`config.mk`:
```
export PLATFORM = sky130hd
export DESIGN_NAME = chip_link_rx
export DESIGN_NICKNAME = d
export VERILOG_FILES = /design/src/rtl/chip_link_rx.sv
export SDC_FILE = /design/constraint.sdc
export NUM_CORES = 1
export LEC_CHECK = 0
export BUFFER_PORTS_ARGS = -buffer_cell sky130_fd_sc_hd__clkbuf_2
export CAP_MARGIN = 10
export CORE_MARGIN = 4
export CORE_UTILIZATION = 55
export CTS_BUF_LIST = sky130_fd_sc_hd__clkbuf_2
export DETAILED_ROUTE_END_ITERATION = 16
export PLACE_DENSITY = 0.87
export SETUP_SLACK_MARGIN = 0.05
export SLEW_MARGIN = 20
export SYNTH_ARGS = -nofsm -noshare
export SYNTH_HDL_FRONTEND = slang
export SYNTH_SLANG_ARGS = --single-unit
```
`constraint.sdc`:
```
create_clock -name clk -period 2.4 [get_ports clk]
set_input_delay 0.6 -clock clk [delete_from_list [all_inputs] [get_ports clk]]
set_output_delay 0.6 -clock clk [all_outputs]
set_load 0.005 [all_outputs]
```
`src/rtl/chip_link_rx.sv`:
```
// Receive deserializer for one inter-chip port: four-phase valid/ready/parity link words in,
// assembled flits out. Define CHIP_LINK_SYNC_EN to put a 2-flop synchronizer on recv_data_valid.
module chip_link_rx #(
   parameter int FW             = 59,
   parameter int CONNECT        = 2,
   parameter int CHIPDATA_WIDTH = 16,
   localparam int W             = FW + $clog2(CONNECT),
   localparam int N             = (W + CHIPDATA_WIDTH - 1) / CHIPDATA_WIDTH
) (
   input  logic                      clk,
   input  logic                      rst_n,
   input  logic [CHIPDATA_WIDTH-1:0] recv_data_in,
   input  logic                      recv_data_valid,
   input  logic                      recv_data_par,
   output logic                      recv_data_ready,
   output logic                      recv_data_err,
   output logic [W-1:0]              flit_out,
   output logic                      flit_valid,
   input  logic                      flit_ready,
   output logic [7:0]                par_err_cnt
);

   localparam int CW   = CHIPDATA_WIDTH;
   localparam int AW   = N * CW;
   localparam int WCW  = (N > 1) ? $clog2(N) : 1;
   localparam logic [WCW-1:0] LAST = WCW'(N - 1);

   typedef enum logic [1:0] {IDLE = 2'd0, ACK = 2'd1, STALL = 2'd2} state_t;

   state_t          state_q, state_d;
   logic [WCW-1:0]  wcnt_q, wcnt_d;
   logic [AW-1:0]   asm_q, asm_d;
   logic [W-1:0]    flit_q, flit_d;
   logic            fv_q, fv_d;
   logic            ready_q, ready_d;
   logic            err_q, err_d;
   logic [7:0]      cnt_q, cnt_d;
   logic            valid_s;
   logic            par_bad_s;
   logic            out_free_s;
   logic [AW+CW-1:0] cat_s;
   logic [AW-1:0]   shifted_s;

`ifdef CHIP_LINK_SYNC_EN
   logic [1:0] sync_q;

   // two-flop synchronizer for the remote chip's request
   always_ff @(posedge clk or negedge rst_n) begin
      if (!rst_n) begin
         sync_q <= 2'b00;
      end else begin
         sync_q <= {sync_q[0], recv_data_valid};
      end
   end

   assign valid_s = sync_q[1];
`else
   assign valid_s = recv_data_valid;
`endif

   assign par_bad_s  = (^recv_data_in) != recv_data_par;
   assign out_free_s = !fv_q || flit_ready;
   // first word ends up in the top bits; shifting out of AW drops stale words
   assign cat_s      = {asm_q, recv_data_in};
   assign shifted_s  = cat_s[AW-1:0];

   // handshake FSM, word assembly and output register next-state
   always_comb begin
      state_d = state_q;
      wcnt_d  = wcnt_q;
      asm_d   = asm_q;
      flit_d  = flit_q;
      fv_d    = fv_q & ~flit_ready;
      ready_d = ready_q;
      err_d   = err_q;
      cnt_d   = cnt_q;
      case (state_q)
         IDLE: begin
            if (valid_s) begin
               if (par_bad_s) begin
                  err_d   = 1'b1;
                  ready_d = 1'b1;
                  state_d = ACK;
                  if (cnt_q != 8'hFF) begin
                     cnt_d = cnt_q + 8'd1;
                  end else begin
                     cnt_d = cnt_q;
                  end
               end else if (wcnt_q != LAST) begin
                  asm_d   = shifted_s;
                  wcnt_d  = wcnt_q + WCW'(1);
                  ready_d = 1'b1;
                  state_d = ACK;
               end else if (out_free_s) begin
                  asm_d   = shifted_s;
                  flit_d  = shifted_s[W-1:0];
                  fv_d    = 1'b1;
                  wcnt_d  = '0;
                  ready_d = 1'b1;
                  state_d = ACK;
               end else begin
                  // capture the last word now; the link stays unacknowledged meanwhile
                  asm_d   = shifted_s;
                  state_d = STALL;
               end
            end else begin
               state_d = IDLE;
            end
         end
         STALL: begin
            if (out_free_s) begin
               flit_d  = asm_q[W-1:0];
               fv_d    = 1'b1;
               wcnt_d  = '0;
               ready_d = 1'b1;
               state_d = ACK;
            end else begin
               state_d = STALL;
            end
         end
         ACK: begin
            if (!valid_s) begin
               ready_d = 1'b0;
               err_d   = 1'b0;
               state_d = IDLE;
            end else begin
               state_d = ACK;
            end
         end
         default: begin
            state_d = IDLE;
            ready_d = 1'b0;
            err_d   = 1'b0;
         end
      endcase
   end

   // state and output registers
   always_ff @(posedge clk or negedge rst_n) begin
      if (!rst_n) begin
         state_q <= IDLE;
         wcnt_q  <= '0;
         asm_q   <= '0;
         flit_q  <= '0;
         fv_q    <= 1'b0;
         ready_q <= 1'b0;
         err_q   <= 1'b0;
         cnt_q   <= 8'd0;
      end else begin
         state_q <= state_d;
         wcnt_q  <= wcnt_d;
         asm_q   <= asm_d;
         flit_q  <= flit_d;
         fv_q    <= fv_d;
         ready_q <= ready_d;
         err_q   <= err_d;
         cnt_q   <= cnt_d;
      end
   end

   assign recv_data_ready = ready_q;
   assign recv_data_err   = err_q;
   assign flit_out        = flit_q;
   assign flit_valid      = fv_q;
   assign par_err_cnt     = cnt_q;

endmodule
```
### Word-level counts from Yosys, hierarchy flattened

Cells that the tools add are included.

| cells by class | value |
|---|---|
| $add $sub $neg | 2 |
| equality and inequality tests | 12 |
| mux-type cells | 31 |
| bitwise gates (word level) | 4 |
| reduce and logical (&&, ||, !) cells | 11 |

Operator list:

| operator | count |
|---|---|
| 60-bit two-way mux | 5 |
| 60-bit case mux with 2 select lines | 1 |
| 2-bit two-way mux | 8 |
| 2-bit != test, second input constant | 8 |
| 16-bit parity | 1 |
| 1-bit two-way mux | 12 |
| 8-bit by 1-bit adder with 8-bit output, second input constant | 1 |
| 8-bit != test, second input constant | 1 |
| 4-bit AND reduction | 2 |
| 1-bit case mux with 3 select lines | 2 |
| 2-bit case mux with 3 select lines | 1 |
| 3-bit AND reduction | 2 |
| 6-bit AND reduction | 1 |
| 2-bit case mux with 2 select lines | 1 |
| 1-bit NOT | 3 |
| 2-bit by 1-bit adder with 2-bit output, second input constant | 1 |
| 2-bit by 1-bit equality test with 1-bit output, second input constant | 1 |
| 2-bit equality test, second input constant | 1 |
| 2-bit zero test | 1 |
| 1-bit case mux with 2 select lines | 1 |
| 2-bit AND reduction | 1 |
| 2-bit nonzero test | 1 |
| 1-bit bitwise AND | 1 |
| 1-bit zero test | 1 |
| other kinds (2) | 2 |

| storage, ports and cells | value |
|---|---|
| flip-flop bits (word level) | 135 |
| input bits | 21 |
| output and inout bits | 71 |
| word-level logic and storage cells | 68 |

### Depth between registers and ports, before layout

| depth | value |
|---|---|
| depth after elaboration | 7 |
| depth in mapped cells | 8 |
| mapped depth without buffers | 6 |

### Least setup slack after synthesis

No wires, ideal clock.

| timing path | value |
|---|---|
| kind | input port to flip-flop |
| from | input port recv_data_in[6] |
| to | register flit_q[39], in the netlist flit_out[39] |
| library setup time | 123 ps |
| arrival time | 2339 ps |
| required time | 2277 ps |
| slack | -61 ps |
| stages on the path | 7 |
| path buffers | 1 |
| path through | xnor2_1 > xnor2_1 > xnor3_2 > xor2_4 > nand4_4 > buf_6 > o221a_2 |

| between the ends | value |
|---|---|
| cells in the longest elaborated chain, start to end | 4 |

Ends and longest elaborated chain:

| item | line | source |
|---|---|---|
| from (decl) | 12 | `input logic [CHIPDATA_WIDTH-1:0] recv_data_in,` |
| 16-bit parity | 61 | `assign par_bad_s = (^recv_data_in) != recv_data_par;` |
| 1-bit != test | 61 |  |
| 2-bit != test (no line) | - |  |
| 6-bit AND reduction (no line) | - |  |
| to (signal assigned) | 153 | `flit_q <= flit_d;` |
| to (decl) | 33 | `logic [W-1:0] flit_q, flit_d;` |

No other way between the ends.
A chain may end at the register's enable or synchronous reset.

### Worst setup path in the final report

| timing path | value |
|---|---|
| from | register state_q[1] |
| to | register cnt_q[5], in the netlist par_err_cnt[5] |

| between the ends | value |
|---|---|
| cells in the longest elaborated chain, start to end | 2 |

Ends and longest elaborated chain:

| item | line | source |
|---|---|---|
| from (decl) | 30 | `state_t state_q, state_d;` |
| from (signal assigned) | 150 | `state_q <= state_d;` |
| 2-bit zero test | 77 | `case (state_q)` |
| 4-bit AND reduction (no line) | - |  |
| to (signal assigned) | 157 | `cnt_q <= cnt_d;` |
| to (decl) | 37 | `logic [7:0] cnt_q, cnt_d;` |

No other way between the ends.

==> out/results.txt <==
Vias -> 4116
Max_cap viols -> 0
Area added between synthesis and finish -> 17.7%
Peak Freq -> 509 MHz
Initial antenna violation count -> 0
Total track usage -> 0.224
Die area -> 12600 µm²
Wire per inst -> 20.1 µm
Critical path fanouts, max -> 7
Drt pass-1 iters -> 5
Top-count cell post-synth -> dfrtp_1
Final Max Tran Viols -> 0
Yosys top cell by area -> dfrtp_1
Crit Path Class -> reg2reg
# placed instances -> 650
P_sw -> 3.00 mW
Comb power frac -> 0.333
Die height -> 112 µm
Starting Density -> 0.570
Largest cells by area after synthesis -> dfrtp_1 57%, o221a_2 10%, mux2_2 9.2%
Worst-Skew Late Latency -> 0.68 ns
CTS sink cnt -> 135
Vias in the first global route -> 4370
Root buffer cell -> clkbuf_2
Core area -> 10500 µm²
RSZ-0062 raised after global routing -> false
CTS Buffer Depth -> 2
Post-DP HPWL -> 9.36 mm
Critical Path Start Type -> flop
DRC errors left -> 0
Share of the clock period used by the worst path -> 0.819
Crit path DAT -> 2.56 ns
Mean Syn Cell Area -> 14.1 µm²
Layout cells sized above 1 -> 0.509
Post-route ant nets -> 0
Sequential area share after synthesis -> 0.566
Synth Instances -> 423
Most used DFF post-synth -> dfrtp_1
Post-synth net total -> 446
Std-Cell Rows -> 37
Post-CTS setup buffers -> 0
Max rail drop VDD -> 0.000549 V
Die X -> 112 µm
Switching Fraction -> 0.346
Hold_ws -> 0.234 ns
Library cells used by synthesis -> 40
Top-Level Pins -> 92
Sequential share of power -> 0.504
IO buf count -> 91
Via/cell ratio -> 6.04
Hold WC Path Type -> in2reg
First-pass GRT wire length -> 22.6 mm
CTS buffer count -> 17
Endpoints failing setup -> 0
Leakage power -> 3.16 nW
DRT iter0 DRCs -> 392
Slew @ Worst Pin -> 0.552 ns
Final hold violations -> 0
Pint -> 5.67 mW
Outcome -> finished clean
Crit end category -> flop
Post-synth top cells -> 135 x dfrtp_1, 60 x or3_1, 54 x o221a_2
Htree depth -> 4
Non-Filler Instances -> 682
Fin crit period -> 1.97 ns
Post-synth EDFFs -> 0
CP required -> 3.00 ns
Synth warn -> 0
Worst rel slew slack -> 0.632
Routability cong. -> 0.860
TritonCTS clock tree -> built
Power Density -> 1230 nW/µm²
N_diodes -> 0
Post-Syn Area -> 5970 µm²
Total wire length -> 13.7 mm
Layout Skew -> 0.0283 ns
Top cell type's share of synthesized area -> 0.566
Nets -> 557
Largest net degree at the start of global routing -> 61
GRT overflow -> 0
Synthesized flop and latch total -> 135
Reg clk slew, reported paths -> 0.20 ns
Asr flop ratio synth -> 1.00
Clk pwr share -> 0.163
-- timing repair --
| item | CTS | global route |
|---|---|---|
| gates resized for setup | 0 | 0 |
| hold endpoints to repair | 55 | 0 |
| hold buffers | 1 | 0 |
| setup endpoints to repair | 0 | 0 |
-- flip-flops by register name, summed over array words and instances (netlist names) --
name / flops
recv_data_ready: 1
par_err_cnt: 8
recv_data_err: 1
asm_q: 60
wcnt_q: 2
state_q: 2
flit_valid: 1
flit_out: 60
-- area by class of cell --
class	count	area, µm²
repair buffers	125	820
multi-input cells	252	2390
fillers	740	3440
clock inverters	14	165
well taps	136	170
clock buffers	17	85.1
inverters	3	11.3
flip-flops and latches	135	3380
-- metrics by stage --
step / utilization / setup WS [ns] / power [mW] / area [µm²] / setup TNS [ns]
2_1_floorplan: - / 0.00361 / 5.95 / 6070 / 0
3_3_place_gp: 0.646 / -0.164 / 7.10 / 6760 / -17.15
3_5_place_dp: 0.646 / -0.223 / 7.31 / 6760 / -22.26
4_1_cts: 0.671 / 0.445 / 8.71 / 7020 / 0
5_1_grt: 0.671 / 0.286 / 9.18 / 7020 / 0
6_report: 0.671 / 0.435 / 8.66 / 7020 / 0
-- routing by layer --
layer / global-route usage / part of all wire
met1: 0.295 / 0.42
met4: 0.0913 / 0.028
met3: 0.0501 / 0.056
met2: 0.363 / 0.50
met5: 0 / 0
-- worst paths after layout --
kind | from | slack (ns) | endpoint | cells after the start
max in group asynchronous | rst_n | 1.33 | recv_data_ready$_DFFE_PN0P_ | 3
max | state_q[1]$_DFF_PN0_ | 0.43 | par_err_cnt[5]$_DFFE_PN0P_ | 7
min | recv_data_in[12] | 0.23 | asm_q[12]$_DFFE_PN0P_ | 2
min reg2reg | par_err_cnt[7]$_DFFE_PN0P_ | 0.52 | par_err_cnt[7]$_DFFE_PN0P_ | 1
min in group asynchronous | rst_n | 0.43 | flit_out[16]$_DFFE_PN0P_ | 2
max reg2reg | state_q[1]$_DFF_PN0_ | 0.43 | par_err_cnt[5]$_DFFE_PN0P_ | 7
-- cells in the final DEF, fill, tap and decap left out, types with 8 or more instances in the layout --
master and n:
dfrtp_1 135, clkbuf_2 107, or3_1 60, o221a_2 50, mux2_2 49, buf_4 25
mux2_4 11, xnor2_1 9, nor2_1 9, xor2_1 8, buf_12 8
-- critical path: stages, from the launching register on --
cell and delay, ns:
dfrtp_1 0.46, nor2b_1 0.29, and2_1 0.28, and3_1 0.18, mux2i_1 0.10, buf_4 0.18
nor3_1 0.26, xor2_1 0.16
-- cells by family (layout without fill, tap and decap cells) --
group | count (synthesis) | count (layout) | share of synthesized area
DFF | 135 | 135 | 0.566
and+or+nand+nor | 95 | 95 | 0.0965
AOI/OAI and AO/OA | 72 | 72 | 0.128
muxes | 62 | 62 | 0.117
buffers and inverters | 36 | 159 | 0.0497
xor gates and xnor gates | 21 | 21 | 0.0390
adders and majority gates | 2 | 2 | 0.00419
-- power groups by stage --
stage | Combinational, mW | Sequential [mW] | Clock (mW)
4_1_cts | 2.93 | 4.35 | 1.44
3_5_place_dp | 2.92 | 4.38 | 0
5_1_grt | 3.15 | 4.49 | 1.54
3_3_place_gp | 2.79 | 4.31 | 0
6_report | 2.89 | 4.36 | 1.41
2_1_floorplan | 1.86 | 4.09 | 0
(Power assumes the default switching activity.)
